## config.mk

```make
export PLATFORM = sky130hd
export DESIGN_NAME = pga_gain_ctrl
export DESIGN_NICKNAME = d
export VERILOG_FILES = /design/src/rtl/pga_gain_ctrl.sv
export SDC_FILE = /design/constraint.sdc
export NUM_CORES = 1
export LEC_CHECK = 0
export ABC_AREA = 1
export BUFFER_PORTS_ARGS = -buffer_cell sky130_fd_sc_hd__buf_2
export CORE_MARGIN = 1.5
export CORE_UTILIZATION = 36
export CTS_BUF_LIST = sky130_fd_sc_hd__clkbuf_2 sky130_fd_sc_hd__clkbuf_4 sky130_fd_sc_hd__clkbuf_8
export CTS_CLUSTER_DIAMETER = 40
export DETAILED_ROUTE_END_ITERATION = 8
export GPL_TIMING_DRIVEN = 0
export HOLD_SLACK_MARGIN = 0.08
export PLACE_DENSITY = 0.54
export SYNTH_ARGS = -nofsm -noshare
export SYNTH_HDL_FRONTEND = slang
export SYNTH_SLANG_ARGS = --single-unit
```

## constraint.sdc

```tcl
create_clock -name clk -period 3.8 [get_ports clk]
set_input_delay 0.76 -clock clk [delete_from_list [all_inputs] [get_ports clk]]
set_output_delay 0.76 -clock clk [all_outputs]
set_load 0.01 [all_outputs]
```

## src/rtl/pga_gain_ctrl.sv

```systemverilog
// Closed-loop PGA gain controller: windowed peak detector drives a hysteretic
// gain code, which is mirrored to the external amplifier over a write-only SPI link.
module pga_gain_ctrl #(
  parameter int         WINDOW_2N = 8,
  parameter int         GAIN_W    = 4,
  parameter int         GAIN_MAX  = 15,
  parameter int         GAIN_INIT = 8,
  parameter int         HI_THRESH = 112,
  parameter int         LO_THRESH = 40,
  parameter int         CLK_DIV   = 4,
  parameter logic [7:0] CMD_BYTE  = 8'h40
) (
  input  logic              clk,
  input  logic              reset_n,
  input  logic [7:0]        S_TDATA,
  input  logic              S_TVALID,
  output logic [GAIN_W-1:0] gain_code,
  output logic              gain_update,
  output logic              spi_sclk,
  output logic              spi_cs_n,
  output logic              spi_mosi,
  output logic              spi_busy
);

  localparam logic [6:0]        HI_T     = 7'(HI_THRESH);
  localparam logic [6:0]        LO_T     = 7'(LO_THRESH);
  localparam logic [GAIN_W-1:0] G_MAX    = GAIN_W'(GAIN_MAX);
  localparam logic [GAIN_W-1:0] G_INIT   = GAIN_W'(GAIN_INIT);
  localparam int                DIV_W    = $clog2(CLK_DIV + 1);
  localparam logic [DIV_W-1:0]  DIV_LAST = DIV_W'(CLK_DIV - 1);

  typedef enum logic [1:0] {S_IDLE, S_SHIFT, S_CSHOLD} state_t;

  // -128 has no positive twin in 8 bits, so it folds onto 127.
  function automatic logic [6:0] sat_mag(input logic signed [7:0] x);
    logic [7:0] a;
    if (x == -8'sd128) return 7'd127;
    a = x[7] ? (~x + 8'd1) : x;
    return a[6:0];
  endfunction

  logic signed [7:0]     w_sample;
  logic [6:0]            w_mag;
  logic [6:0]            w_pk;
  logic                  w_last;
  logic                  w_need;
  logic [15:0]           w_frame_ld;

  logic [6:0]            r_peak;
  logic [WINDOW_2N-1:0]  r_cnt;
  logic [GAIN_W-1:0]     r_gain;
  logic                  r_gain_upd;

  state_t                r_state;
  logic [DIV_W-1:0]      r_div;
  logic [3:0]            r_bit;
  logic [15:0]           r_frame;
  logic [GAIN_W-1:0]     r_snap;
  logic [GAIN_W-1:0]     r_sent_code;
  logic                  r_sent_valid;
  logic                  r_sclk;
  logic                  r_cs_n;
  logic                  r_mosi;
  logic                  r_busy;

  assign w_sample   = S_TDATA;
  assign w_mag      = sat_mag(w_sample);
  assign w_pk       = (w_mag > r_peak) ? w_mag : r_peak;
  assign w_last     = S_TVALID && (r_cnt == '1);
  assign w_need     = !r_sent_valid || (r_gain != r_sent_code);
  assign w_frame_ld = {CMD_BYTE, 8'(r_gain)};

  // Stage p0: window peak tracking and gain decision on the closing sample
  always_ff @(posedge clk or negedge reset_n) begin
    if (!reset_n) begin
      r_peak     <= '0;
      r_cnt      <= '0;
      r_gain     <= G_INIT;
      r_gain_upd <= 1'b0;
    end else begin
      r_gain_upd <= 1'b0;
      if (S_TVALID) begin
        if (w_last) begin
          r_peak <= '0;
          r_cnt  <= '0;
          if (w_pk >= HI_T && r_gain != '0) begin
            r_gain     <= r_gain - 1'b1;
            r_gain_upd <= 1'b1;
          end else if (w_pk < LO_T && r_gain < G_MAX) begin
            r_gain     <= r_gain + 1'b1;
            r_gain_upd <= 1'b1;
          end
        end else begin
          r_peak <= w_pk;
          r_cnt  <= r_cnt + 1'b1;
        end
      end
    end
  end

  // Stage p1: SPI sequencer; sclk toggles every CLK_DIV cycles while shifting
  always_ff @(posedge clk or negedge reset_n) begin
    if (!reset_n) begin
      r_state      <= S_IDLE;
      r_div        <= '0;
      r_bit        <= '0;
      r_sent_code  <= '0;
      r_sent_valid <= 1'b0;
      r_sclk       <= 1'b0;
      r_cs_n       <= 1'b1;
      r_mosi       <= 1'b0;
      r_busy       <= 1'b0;
    end else begin
      case (r_state)
        S_IDLE: begin
          if (w_need) begin
            r_state <= S_SHIFT;
            r_div   <= '0;
            r_bit   <= '0;
            r_cs_n  <= 1'b0;
            r_mosi  <= w_frame_ld[15];
            r_busy  <= 1'b1;
          end
        end
        S_SHIFT: begin
          if (r_div == DIV_LAST) begin
            r_div  <= '0;
            r_sclk <= ~r_sclk;
            if (r_sclk) begin
              r_bit <= r_bit + 1'b1;
              if (r_bit == 4'd15) begin
                r_cs_n  <= 1'b1;
                r_mosi  <= 1'b0;
                r_state <= S_CSHOLD;
              end else begin
                r_mosi <= r_frame[14];
              end
            end
          end else begin
            r_div <= r_div + 1'b1;
          end
        end
        S_CSHOLD: begin
          if (r_div == DIV_LAST) begin
            r_div        <= '0;
            r_sent_code  <= r_snap;
            r_sent_valid <= 1'b1;
            r_busy       <= 1'b0;
            r_state      <= S_IDLE;
          end else begin
            r_div <= r_div + 1'b1;
          end
        end
        default: r_state <= S_IDLE;
      endcase
    end
  end

  // Frame data path: loaded when a transfer starts, rotated on each sclk fall
  always_ff @(posedge clk) begin
    if (r_state == S_IDLE && w_need) begin
      r_frame <= w_frame_ld;
      r_snap  <= r_gain;
    end else if (r_state == S_SHIFT && r_div == DIV_LAST && r_sclk) begin
      r_frame <= {r_frame[14:0], r_frame[15]};
    end
  end

  assign gain_code   = r_gain;
  assign gain_update = r_gain_upd;
  assign spi_sclk    = r_sclk;
  assign spi_cs_n    = r_cs_n;
  assign spi_mosi    = r_mosi;
  assign spi_busy    = r_busy;

endmodule

```

==> results of run 1 <==
-- power groups by stage --
stage	clock, µW	sequential (µW)	combinational [µW]
floorplan	0	770	433
global placement	0	774	551
detailed placement	0	775	557
CTS	556	764	560
global route	581	776	743
finish	530	765	643
-- worst min-delay path, delay by kind of cell, from the launching register on --
kind | cells | cell delay (ns)
AND/OR/NAND/NOR | 1 | 0.05
flip-flops | 1 | 0.34
buffers and inverters | 1 | 0.04
-- sequential cells by signal, indices dropped and copies added, names as in the netlist, 2 cells and up --
register     cells
r_sent_code      4
r_frame         16
r_bit            4
gain_code        4
r_snap           4
r_div            3
r_cnt            8
r_state          2
r_peak           7
-- routing by layer --
metal	share of wire [%]	vias up	wire, µm
met2	44	24	2610
met3	3.3	9	197
met4	1.3	0	76
met5	0	-	0
li1	-	1296	-
met1	52	1132	3070
-- per-stage QoR --
step | instances | area (µm²)
final | 524 | 3650
after global routing | 524 | 3650
after CTS | 518 | 3550
after detailed placement | 502 | 3360
after global placement | 502 | 3360
after floorplan | 379 | 3140
-- cells in the mapped netlist (all sizes together) (4+ instances only) --
cell    count  area, µm²
xor2        5       43.8
nor3        6       35.0
dfrtp      36        901
o21ai      23        115
edfxtp      8        240
dfxtp      12        240
inv        61        229
a21oi      23        126
nor2       28        138
ha         16        200
nand3      21        123
nand2     106        428
clkbuf      4       15.0
-- final cells by class --
cell class | count | area [µm²]
fillers | 866 | 4690
multi-input cells | 254 | 1510
flip-flops and latches | 58 | 1430
inverters | 61 | 229
clock buffers | 16 | 189
repair buffers | 24 | 135
well taps | 105 | 131
plain buffers | 6 | 27.5
-- what timing repair did --
item | in CTS | in global routing
hold buffers | 0 | 0
setup endpoints to repair | 0 | 1
resized for setup | 0 | 11
setup buffers | 0 | 6
-- cells by family after synthesis --
family,synth area share (%)
fa+ha+maj,7.02
compound gates,11.5
xor+xnor,1.68
mux,1.08
flops,45.7
buf+inv,8.18
simple gates,24.9
-- worst max-delay path by stage --
stage	from	endpoint	slack (ns)	depth (start not counted)
floorplan	S_TDATA[1]	gain_code[3]	0.33	27
global placement	S_TDATA[0]	gain_code[3]	-0.17	28
detailed placement	S_TDATA[0]	gain_code[3]	-0.21	28
CTS	S_TDATA[0]	gain_code[3]	0.14	28
global route	S_TDATA[1]	gain_code[3]	0.02	29
finish	S_TDATA[0]	gain_code[3]	0.32	28
==> metrics.md, run 1 <==
| Metric | Value |
|---|---|
| Outcome | completed |
| Largest net degree at the start of global routing | 39 |
| Slew Viols, Final | 0 |
| Mapped cell area | 3140 µm² |
| Worst relative slew slack | 41.9% |
| Die Y | 96.3 µm |
| Port bufs | 18 |
| Power Total | 1940 µW |
| Reg power frac | 39.5% |
| Boundary Pins | 20 |
| # setup viols final | 0 |
| Flop2flop setup slack | 1.07 ns |
| Site Rows | 33 |
| Met3 Use GR | 5.21% |
| GRT Max-Usage Layer | met2 |
| Final core occ | 43.8% |
| Die ar. | 9280 µm² |
| Setup Skew | 0.0107 ns |
| Lkg Pwr | 0.00181 µW |
| DRC Markers | 0 |
| DIE WIDTH | 96.3 µm |
| Synth unique cells | 43 |
| Setup TNS | 0 ns |
| GPL Wtd Cong | 0.815 |
| CP max FO | 5 |
| Worst r2r dst | gain_code[3] |
| Post-synth net total | 407 |
| Gr ovfl total | 0 |
| Via count | 2461 |
| CP bufs+invs | 5 |
| WHS Endpoint | r_sent_valid |
| Kind of critical path | input pin to flop |
| ANT cells | 0 |
| Top FF cell, synth | dfrtp_1 |
| Post-synthesis cell count | 379 |
| Gr usage total | 15.1% |
| Dpl ws | -0.213 ns |
| Drt via density | 4.70 |
| Mapped Avg Cell Area | 8.27 µm² |
| DRT Pass-1 Iters | 4 |
| Commonest non-fill, non-tap cell in the layout | nand2_1 |
| Sw Share | 34.0% |
| CP startpoint kind | input pin |
| Final Hold Vio Count | 0 |
| Register area share after synthesis | 45.7% |
| First DRT Iteration DRCs | 84 |
| First-pass GRT wire length | 10.6 mm |
| F_max | 0.287 GHz |
| Min cycle time layout | 3.48 ns |
| Min-Delay Path Class | flop to flop |
| PD cells | 531 nW/µm² |
| Period utilisation layout | 91.6% |
| Reg2reg path depth | 20 |
| Starting Density | 37.6% |
| RSZ-0062 raised after global routing | false |
| Worst Min Path Start | r_sent_valid |
| Antenna viol nets, final | 0 |
| CTS root buf | clkbuf_8 |
| Commonest non-fill, non-tap cells in the layout | 97 x nand2_1, 50 x inv_1, 36 x dfrtp_1 |
| Worst hold slack | 0.460 ns |
| Worst path max stage delay | 0.26 ns |
| Data arrival, critical path | 3.74 ns |
| Min setup slack post-route | 0.320 ns |
| Vias in the first global route | 2339 |
| # H-tree levels | 3 |
| NetSw | 659 µW |
| NumNets Final | 442 |
| Area delta synth->final | 16.4% |
| Crit path max-delay cell type | ha_1 |
| Hold Crit Depth | 2 |
| Initial antenna violation count | 0 |
| Gate power share | 33.2% |
| Synth Warn # | 0 |
| Core Region | 8340 µm² |
| R2R Path Start | r_peak[4] |
| Drt total wl | 5.95 mm |
| Clock transition at path regs | 0.07 ns |
| Clock Sinks | 58 |
| WL/cell | 11.4 µm |
| Most used cell, CP | nand2_1 |
| Clk Latency, worst-skew pair | 0.33 ns |
| Clock power share | 27.3% |
| Slew @ Worst Pin | 0.871 ns |
| Number of synthesized flops with an enable pin | 8 |
| Grt met1 use | 19.6% |
| Met2 GRT Util | 23.6% |
| Dpl hpwl | 4.41 mm |
| Ys async rst share | 65.5% |
| Synth Register Bits | 58 |
| Crit path max-delay family | simple AND/OR/NAND/NOR gates |
| CTS max path bufs | 2 |
| CTS buffer count | 9 |
| CTS tree | yes |
| Req. time, crit path | 4.06 ns |
| Internal power | 1280 µW |
| Maximum vdd drop | 331 µV |
| Critical Path End Type | flop |
| MaxCap Viol Count | 0 |
| Fraction of layout cells with a size suffix above 1 | 21.0% |
Note: power is estimated with default switching activity, not from simulation.
==> run 2, diff against run 1 <==
Settings changed: CORE_ASPECT_RATIO set to 1.4.
==> metrics.md, run 2 (synthesis gave the netlist of run 1 again) <==
| Metric | Value |
|---|---|
| CTS tree | yes |
| Commonest non-fill, non-tap cells in the layout | 95 x nand2_1, 49 x inv_1, 36 x dfrtp_1 |
| Worst path max stage delay | 0.28 ns |
| Min-Delay Path Class | flop to flop |
| CP max FO | 7 |
| Post-Layout Cell Count | 522 |
| Commonest non-fill, non-tap cell in the layout | nand2_1 |
| Starting Density | 36.9% |
| PD cells | 561 nW/µm² |
| ANT cells | 0 |
| Drt via density | 4.79 |
| Port bufs | 18 |
| DRT Pass-1 Iters | 4 |
| Site Rows | 40 |
| Area delta synth->final | 17.6% |
| Hold-fix buffers, CTS | 0 |
| CTS root buf | clkbuf_8 |
| Data arrival, critical path | 3.80 ns |
| Top flop regs | r_frame (16), r_cnt (8), r_peak (7) |
| Flop2flop setup slack | 1.04 ns |
| CTS buffer count | 9 |
| Min cycle time layout | 3.54 ns |
| Largest net degree at the start of global routing | 39 |
| Worst relative slew slack | 40.4% |
| R2R Path Start | r_peak[4] |
| Max reg flops | 16 |
| Clock Sinks | 58 |
| Setup TNS | 0 ns |
| Antenna viol nets, final | 0 |
| Gr ovfl total | 0 |
| Kind of critical path | input pin to flop |
| Outcome | completed |
| Final Hold Vio Count | 0 |
| Fill count | 852 |
| Critical Path Source | S_TDATA[0] |
| Req. time, crit path | 4.06 ns |
| CP startpoint kind | input pin |
| NumNets Final | 440 |
| Lkg Pwr | 0.00182 µW |
| Period utilisation layout | 93.1% |
| Maximum vdd drop | 355 µV |
| Drt total wl | 6.38 mm |
| Die ar. | 9290 µm² |
| First-pass GRT wire length | 10.6 mm |
| First DRT Iteration DRCs | 110 |
| GPL Wtd Cong | 0.799 |
| Most flops, register | r_frame |
| Boundary Pins | 20 |
| CTS max path bufs | 2 |
| WL/cell | 12.2 µm |
| Dpl ws | -0.186 ns |
| Post-route cell area | 3690 µm² |
| Via count | 2501 |
| Clock transition at path regs | 0.08 ns |
| Fraction of layout cells with a size suffix above 1 | 21.3% |
| Critical Path End Type | flop |
| # H-tree levels | 3 |
| Gr usage total | 14.8% |
| Core Region | 8510 µm² |
| Slew Viols, Final | 0 |
| Placed Cells incl. Taps | 502 |
| Slew @ Worst Pin | 0.894 ns |
| # setup viols final | 0 |
| Vias in the first global route | 2410 |
| Power Total | 2070 µW |
| Worst Min Path Start | r_frame[11] |
| Clk Latency, worst-skew pair | 0.34 ns |
| Dpl hpwl | 4.60 mm |
| Area after DPL | 3360 µm² |
| Die Y | 113 µm |
| Min setup slack post-route | 0.263 ns |
| DIE WIDTH | 81.9 µm |
| DRC Markers | 0 |
| Most used cell, CP | nand2_1 |
| Crit path max-delay cell type | ha_4 |
| F_max | 0.283 GHz |
| MaxCap Viol Count | 0 |
| Initial antenna violation count | 0 |
| Setup Skew | 0.0138 ns |
-- run 2: cell types whose count changed in the layout (fill, tap and decap cells not counted), moves of 2 or more --
| cell | change |
|---|---|
| buf_4 | -2 |
| inv_4 | +2 |
| bufinv_16 | +2 |
| clkbuf_4 | -3 |
| nand2_1 | -2 |
| nand2_2 | +2 |
-- run 2: worst paths after layout --
path | end | cells after the start
max | gain_code[3] | 27
min | r_frame[12] | 2
max reg2reg | gain_code[3] | 20
min reg2reg | r_frame[12] | 2
max in group asynchronous | r_peak[2] | 1
min in group asynchronous | r_cnt[2] | 1
-- run 2: report_power, final --
part           internal [µW]  total (µW)  leakage [µW]  switching, µW
combinational            241         636       0.00107            395
sequential               713         769      0.000631           56.6
clock                    403         661      0.000118            258
-- run 2: layout make-up --
class / count / area, µm² / area share [%]
Timing Repair Buffer: 22 / 120 / 3.26
Multi-Input combinational cell: 254 / 1520 / 41.2
Clock inverter: 4 / 72.6 / 1.97
Clock buffer: 12 / 153 / 4.14
Inverter: 61 / 229 / 6.21
Sequential cell: 58 / 1430 / 38.9
Tap cell: 105 / 131 / 3.56
Buffer: 6 / 27.5 / 0.747
-- run 2: per-stage QoR --
| step | utilization (%) | hold slack [ns] |
|---|---|---|
| final | 43.3 | 0.463 |
| after floorplan | - | 0.428 |
| after global routing | 43.3 | 0.485 |
| after global placement | 39.5 | 0.451 |
| after detailed placement | 39.5 | 0.453 |
| after CTS | 42.1 | 0.466 |
-- run 2: per-layer routing --
metal	global-route usage (%)	up-vias	part of all wire [%]
li1	-	1289	-
met2	26.0	27	52
met5	0	-	0
met4	6.55	0	2.0
met3	3.60	10	2.5
met1	16.6	1175	43
-- run 2: repair_timing --
item                                    4_1_cts  5_1_grt
endpoints found under the setup margin        0        1
setup buffers                                 0        4
resized for setup                             0       14
-- run 2: worst max-delay path, delay by kind of cell --
| family | cells | cell delay (ns) |
|---|---|---|
| simple gates | 15 | 1.45 |
| fa+ha+maj | 3 | 0.76 |
| buf+inv | 7 | 0.52 |
| compound gates | 2 | 0.31 |
